### config.mk
export PLATFORM = sky130hd
export DESIGN_NAME = spi_arbiter
export DESIGN_NICKNAME = d
export VERILOG_FILES = /design/src/rtl/spi_arbiter.sv
export SDC_FILE = /design/constraint.sdc
export NUM_CORES = 1
export LEC_CHECK = 0
export ABC_AREA = 0
export BUFFER_PORTS_ARGS = -buffer_cell sky130_fd_sc_hd__clkbuf_2
export CAP_MARGIN = 10
export CELL_PAD_IN_SITES_DETAIL_PLACEMENT = 0
export CELL_PAD_IN_SITES_GLOBAL_PLACEMENT = 1
export CORE_ASPECT_RATIO = 1.25
export CORE_UTILIZATION = 39
export CTS_CLUSTER_DIAMETER = 120
export DETAILED_ROUTE_END_ITERATION = 8
export PLACE_DENSITY_LB_ADDON = 0.1
export RECOVER_POWER = 50
export SYNTH_ARGS = -nofsm -noshare
export SYNTH_HDL_FRONTEND = slang
export SYNTH_SLANG_ARGS = --single-unit
export TNS_END_PERCENT = 1
### constraint.sdc
create_clock -name clk -period 2.85 [get_ports clk]
set_input_delay 0.4275 -clock clk [delete_from_list [all_inputs] [get_ports clk]]
set_output_delay 0.4275 -clock clk [all_outputs]
set_load 0.02 [all_outputs]
### src/rtl/spi_arbiter.sv
// Round-robin arbiter sharing one SPI master between NREQ requesters.
// Handles launch/completion handshake, per-frame timeout and a chip-select recovery gap.
module spi_arbiter #(
  parameter int NREQ       = 4,
  parameter int DW         = 8,
  parameter int GAP_CYCLES = 4,
  parameter int TIMEOUT    = 255
) (
  input  logic              clk,
  input  logic              rst,
  input  logic [NREQ-1:0]   req,
  input  logic [NREQ*DW-1:0] req_data,
  output logic [NREQ-1:0]   gnt,
  output logic [NREQ-1:0]   ack,
  output logic [NREQ-1:0]   err,
  output logic              spi_tx_enable,
  output logic [DW-1:0]     spi_tx_data,
  input  logic              spi_busy,
  input  logic              spi_done,
  output logic              busy
);

  localparam int IW = (NREQ > 1) ? $clog2(NREQ) : 1;
  localparam int TW = $clog2(TIMEOUT + 1);
  localparam int GW = (GAP_CYCLES > 1) ? $clog2(GAP_CYCLES) : 1;
  localparam int unsigned NR = NREQ;

  typedef enum logic [1:0] {
    IDLE   = 2'b00,
    LAUNCH = 2'b01,
    WAIT   = 2'b10,
    GAP    = 2'b11
  } state_t;

  state_t        state, state_n;
  logic [IW-1:0] winner, last_winner, pick;
  logic [TW-1:0] tcnt, tcnt_inc;
  logic [GW-1:0] gcnt;
  logic          found, done_hit, to_hit, to_exp;
  logic [DW-1:0] slot [NREQ];

  for (genvar g = 0; g < NREQ; g++) begin : g_slot
    assign slot[g] = req_data[g*DW +: DW];
  end

  // Search begins one past the previous winner, so a requester that keeps
  // asserting req after its ack drops to lowest priority.
  always_comb begin
    int unsigned k;
    k     = 0;
    pick  = '0;
    found = 1'b0;
    for (int unsigned i = 1; i <= NR; i++) begin
      k = (32'(last_winner) + i) % NR;
      if (!found && req[IW'(k)]) begin
        found = 1'b1;
        pick  = IW'(k);
      end
    end
  end

  // Expiry is flagged on the cycle whose increment would reach TIMEOUT, which
  // keeps spi_tx_enable high for exactly TIMEOUT cycles in the no-response case.
  assign tcnt_inc = (tcnt == TW'(TIMEOUT)) ? tcnt : tcnt + TW'(1);
  assign to_exp   = (tcnt_inc == TW'(TIMEOUT));
  assign busy     = (state != IDLE);

  always_comb begin
    state_n       = state;
    spi_tx_enable = 1'b0;
    done_hit      = 1'b0;
    to_hit        = 1'b0;
    case (state)
      IDLE: if (found) state_n = LAUNCH;
      LAUNCH: begin
        spi_tx_enable = 1'b1;
        if (to_exp) begin
          to_hit  = 1'b1;
          state_n = GAP;
        end else if (spi_busy) begin
          state_n = WAIT;
        end
      end
      WAIT: begin
        if (spi_done) begin
          done_hit = 1'b1;
          state_n  = GAP;
        end else if (to_exp) begin
          to_hit  = 1'b1;
          state_n = GAP;
        end
      end
      GAP: if (gcnt == GW'(GAP_CYCLES - 1)) state_n = IDLE;
      default: state_n = IDLE;
    endcase
  end

  always_ff @(posedge clk or negedge rst) begin
    if (!rst) state <= IDLE;
    else      state <= state_n;
  end

  always_ff @(posedge clk or negedge rst) begin
    if (!rst) begin
      gnt         <= '0;
      ack         <= '0;
      err         <= '0;
      spi_tx_data <= '0;
      winner      <= '0;
      last_winner <= IW'(NREQ - 1);
      tcnt        <= '0;
      gcnt        <= '0;
    end else begin
      ack <= '0;
      err <= '0;
      case (state)
        IDLE: begin
          if (found) begin
            gnt         <= NREQ'(1) << pick;
            winner      <= pick;
            spi_tx_data <= slot[pick];
            tcnt        <= '0;
          end
        end
        LAUNCH, WAIT: begin
          tcnt <= tcnt_inc;
          if (done_hit) ack[winner] <= 1'b1;
          if (to_hit)   err[winner] <= 1'b1;
          if (done_hit || to_hit) begin
            gnt  <= '0;
            gcnt <= '0;
          end
        end
        GAP: begin
          gcnt <= gcnt + GW'(1);
          if (state_n == IDLE) last_winner <= winner;
        end
        default: ;
      endcase
    end
  end

endmodule

# Word level (Yosys, flattened, before mapping)
# Index checks and enable logic that the tools add are counted.
dict set report op_classes {
  n_lt_le_gt_ge 7
  reduce_logical 19
  n_mux 46
  shifts 1
  n_eq_ne 8
  bitwise_logic 1
  add_sub_neg 6
}
# operator count
set ops {}
lappend ops {{8-bit 2-to-1 mux} 4}
lappend ops {{4-bit 2-to-1 mux} 6}
lappend ops {{2-bit 2-to-1 mux} 11}
lappend ops {{8-bit binary-select mux with 2-bit select} 1}
lappend ops {{8-bit == test, second input constant} 2}
lappend ops {{8-bit case mux with 2 select lines} 1}
lappend ops {{2-bit by 3-bit < comparator with 1-bit output, second input constant} 5}
lappend ops {{1-bit 2-to-1 mux} 14}
lappend ops {{8-bit by 1-bit adder with 8-bit output, second input constant} 1}
lappend ops {{1-bit binary-select mux with 2-bit select} 4}
lappend ops {{2-bit case mux with 4 select lines} 1}
lappend ops {{4-bit case mux with 2 select lines} 1}
lappend ops {{2-bit AND reduction} 4}
lappend ops {{2-bit by 1-bit adder with 2-bit output, second input constant} 3}
lappend ops {{2-bit == test, second input constant} 3}
lappend ops {{2-bit nonzero test} 3}
lappend ops {{2-bit adder, second input constant} 2}
lappend ops {{1-bit logical AND} 4}
lappend ops {{2-bit logical NOT} 2}
lappend ops {{2-bit inequality test, second input constant} 2}
lappend ops {{2-bit case mux with 2 select lines} 1}
lappend ops {{1-bit by 2-bit << shifter with 4-bit output, first input constant} 1}
lappend ops {{3-bit >= comparator, second input constant} 1}
lappend ops {{1-bit logical NOT} 3}
lappend ops {{other kinds (8)} 8}
dict set report word_totals {
  out_inout_bits 22
  reg_bits 36
  elab_cells 97
}

# Longest topological paths before layout
dict set report logic_depth {
  word_depth 17
  ltp_mapped 9
}

# Worst setup path before layout
# No wires, ideal clock.
dict set report synth_path {
  path_kind {reg-to-reg}
  startpoint {register tcnt[0]}
  endpoint {register gnt[1]}
  arrival_ps 2022
  slack_ps 707
  path_buffers 1
  stages_incl_launch_ff 8
  cell_sequence {dfrtp_1 ha_1 buf_2 o2bb2ai_1 a221o_2 o311a_4 nand2b_4 a22o_1}
}
dict set report synth_between {
  elab_chain_cells 9
  elab_cells_between_ends 10
  cone_classes {1 x add/sub; 3 x eq/ne; 4 x mux; 2 x reduce/logical}
}
# item line
set synth_lines {}
lappend synth_lines {{from (decl)} 37} ;# logic [TW-1:0] tcnt, tcnt_inc;
lappend synth_lines {{from (signal assigned)} 126} ;# tcnt <= tcnt_inc;
lappend synth_lines {{8-bit by 1-bit adder with 8-bit output or 8-bit == test (tied branches)} 64} ;# assign tcnt_inc = (tcnt == TW'(TIMEOUT)) ? tcnt : tcnt + TW'(1);
lappend synth_lines {{8-bit 2-to-1 mux *} 64}
lappend synth_lines {{8-bit == test *} 65} ;# assign to_exp = (tcnt_inc == TW'(TIMEOUT));
lappend synth_lines {{1-bit 2-to-1 mux *} {77, 88}}
lappend synth_lines {{1-bit 2-to-1 mux} 85} ;# if (spi_done) begin
lappend synth_lines {{1-bit case mux with 2 select lines *} 73} ;# case (state)
lappend synth_lines {{1-bit logical OR *} 129} ;# if (done_hit || to_hit) begin
lappend synth_lines {{2-bit inequality test (no line) *} n/a}
lappend synth_lines {{3-bit AND reduction (no line) *} n/a}
lappend synth_lines {{to (signal assigned)} 119} ;# gnt <= NREQ'(1) << pick;
lappend synth_lines {{to (decl)} 13} ;# output logic [NREQ-1:0] gnt,
# Every way passes the cells marked *; elsewhere a longest branch is shown, timed or not.
# A chain may end at the register's enable or synchronous reset.

# Final worst setup path
# Same ends and word-level chain as after synthesis.

==> run metrics <==
final max-slew violation count=37; synth top area cells=dfrtp_1 (40%), mux2i_1 (8.5%), o21ai_0 (5.6%); worst path buffer plus inverter count=0; FP Rows=29; final-stage net count=327; first-pass GRT wire length=8190 um; vias in the first global route=1774; post-route minimum period=2.38 ns; IR drop worst, VDD=0.382 mV; layout cell share with drive strength beyond 1=29.1%; via count=1855; Clock Pin Slew Worst Setup and Hold Paths=0.08 ns; Core Area=5150 um^2; FF-to-FF path depth=7; H-tree levels=2; FFs w/ async S/R, synth=100%; Post-Synthesis Cells=219; Mapped Area=2130 um^2; violated checks=max-capacitance violations, max-slew violations; Worst setup EP type=flop; Setup TNS Final=0 ns; initial antenna violation count=0; total wire length=4610 um; register bit count reported by yosys=36; DP Area=2500 um^2; post-CTS sizing=0; unrepaired setup endpoints after global routing=false; Fin. Hold Viols=0; worst path cell trace=ha_1 > nand4_1 > nor3_1 > nor2_1 > o311a_4 > nand2b_4 > a22o_1; status=finished with violations; Final ANT Viol Nets=0; Top Ports=62; Crit. path cell count=7; Yosys cell types=48; I/O Buffers=61; CTS Buffer Depth=2; Clk Latency, worst-skew pair=0.29 ns; GPL Wtd Cong=0.754; largest net degree at the start of global routing=37; cell count of the worst hold path=2; Slew @ Worst Pin=1.98 ns; Lkg Pwr=1.20 nW; synth warn=0; Post-CTS Hold Fix Bufs=0; Critical Path RT=3.03 ns; Post-DP HPWL=3390 um; Max Clk Rate=420 MHz; Min-Delay Path Class=flop to flop; Worst EP arrival=2.56 ns; Setup Fix Bufs, Post-CTS=0; Syn Nets=265; drt pass-1 iters=4; Final setup viols=0; total track usage=18.3%; hold_ws=0.485 ns; sequential element share of the synthesized area=42.5%; die height=84.6 um; P&R area growth vs syn=20.9%; Power Density=945 nW/um^2; Cells after DPL=336; startpoint types=flop; max_slew headroom=-31.7%; CTS tree=yes; drt via density=5.39; Max Clock Skew=0.00530 ns; EDFF count, synth=0; Inserted Diodes=0; commonest non-fill, non-tap cells in the layout=clkbuf_2 (49), dfrtp_1 (34), o21ai_0 (24); Synth top area share=40.0%; most common cell after layout, fill and taps aside=clkbuf_2; initial core utilization=41.3%; Root Driver=clkbuf_8; number of CTS-inserted buffers=5; Avg Cell Area, Syn=9.71 um^2; GRT overflow=0; Pwr Total=2.43 mW; Post-synth top flop=dfrtp_1; Yosys top cell by area=dfrtp_1; final cell count without fillers=344; First DRT Iteration DRCs=102; # Max-Cap Violations=1; Residual DRC=0; CP top delay family=simple AND/OR/NAND/NOR gates; die area=5760 um^2; final instance area=2570 um^2; final worst-path cycle share=83.5%; clock sinks=36; WL/cell=13.4 um; Max stage delay cell, worst path=dfrtp_1; Worst path max stage delay=0.42 ns; crit path max fanout=9; Die Wd=68.1 um; crit path kind=flop to flop
## worst register-to-register path, stage by stage, from the launching register on
cell,delay [ns]
dfrtp_1,0.42
ha_1,0.36
nand4_1,0.24
nor3_1,0.33
nor2_1,0.14
o311a_4,0.39
nand2b_4,0.15
a22o_1,0.24
## cells in the mapped netlist (all sizes together) (2+ instances only)
| cell | n |
|---|---|
| clkbuf | 5 |
| o21a | 3 |
| mux2 | 11 |
| ha | 6 |
| mux2i | 18 |
| nor2 | 16 |
| o211ai | 2 |
| o21ai | 25 |
| buf | 5 |
| nand3b | 2 |
| a21oi | 14 |
| a31oi | 3 |
| dfstp | 2 |
| nand3 | 6 |
| inv | 7 |
| o31ai | 3 |
| nand2 | 20 |
| dfrtp | 34 |
| a21o | 3 |
| nor3 | 6 |
| nand2b | 7 |
## where the power goes
group	internal, mW	switching, mW
combinational	0.525	0.746
clock	0.170	0.190
sequential	0.668	0.132
total	1.36	1.07
## cells by family after synthesis
| logic type | synth area share [%] |
|---|---|
| xor+xnor | 0.412 |
| fa+ha+maj | 3.53 |
| simple gates | 15.6 |
| mux | 14.3 |
| buf+inv | 3.24 |
| compound gates | 20.4 |
| flops | 42.5 |
## worst paths after layout
path                                      from              to  slack (ns)
worst min-delay path            spi_tx_data[0]  spi_tx_data[0]        0.48
min in group asynchronous                  rst         tcnt[2]        0.69
max in group asynchronous                  rst       winner[0]        1.03
worst max register to register         tcnt[0]          gnt[1]        0.47
worst min register to register  spi_tx_data[0]  spi_tx_data[0]        0.48
worst max-delay path                   tcnt[0]          gnt[1]        0.47
## stage by stage
step           setup WS (ns)  utilization [%]
6_report               0.470             49.9
5_1_grt                0.268             49.9
4_1_cts                0.515             50.2
3_5_place_dp           0.534             48.5
3_3_place_gp           0.587             48.5
2_1_floorplan          0.707                -
## state kept, by name, indices dropped and copies added, names as in the netlist
name	cells
gnt	4
gcnt	2
tcnt	8
err	4
last_winner	2
state	2
winner	2
ack	4
spi_tx_data	8
## routing by layer
layer	track usage [%]	vias to the layer above	routed length, um
met5	0	-	0
met1	23.4	873	2080
met3	4.89	6	252
met4	5.68	0	65
li1	-	919	-
met2	29.3	57	2210
## area by class of cell
type	count	area [um^2]
flip-flops and latches	36	903
repair buffers	65	320
inverters	7	26.3
clock buffers	5	68.8
multi-input cells	166	1160
clock inverters	3	18.8
fillers	530	2580
well taps	62	77.6
Note: power is estimated with default switching activity, not from simulation.
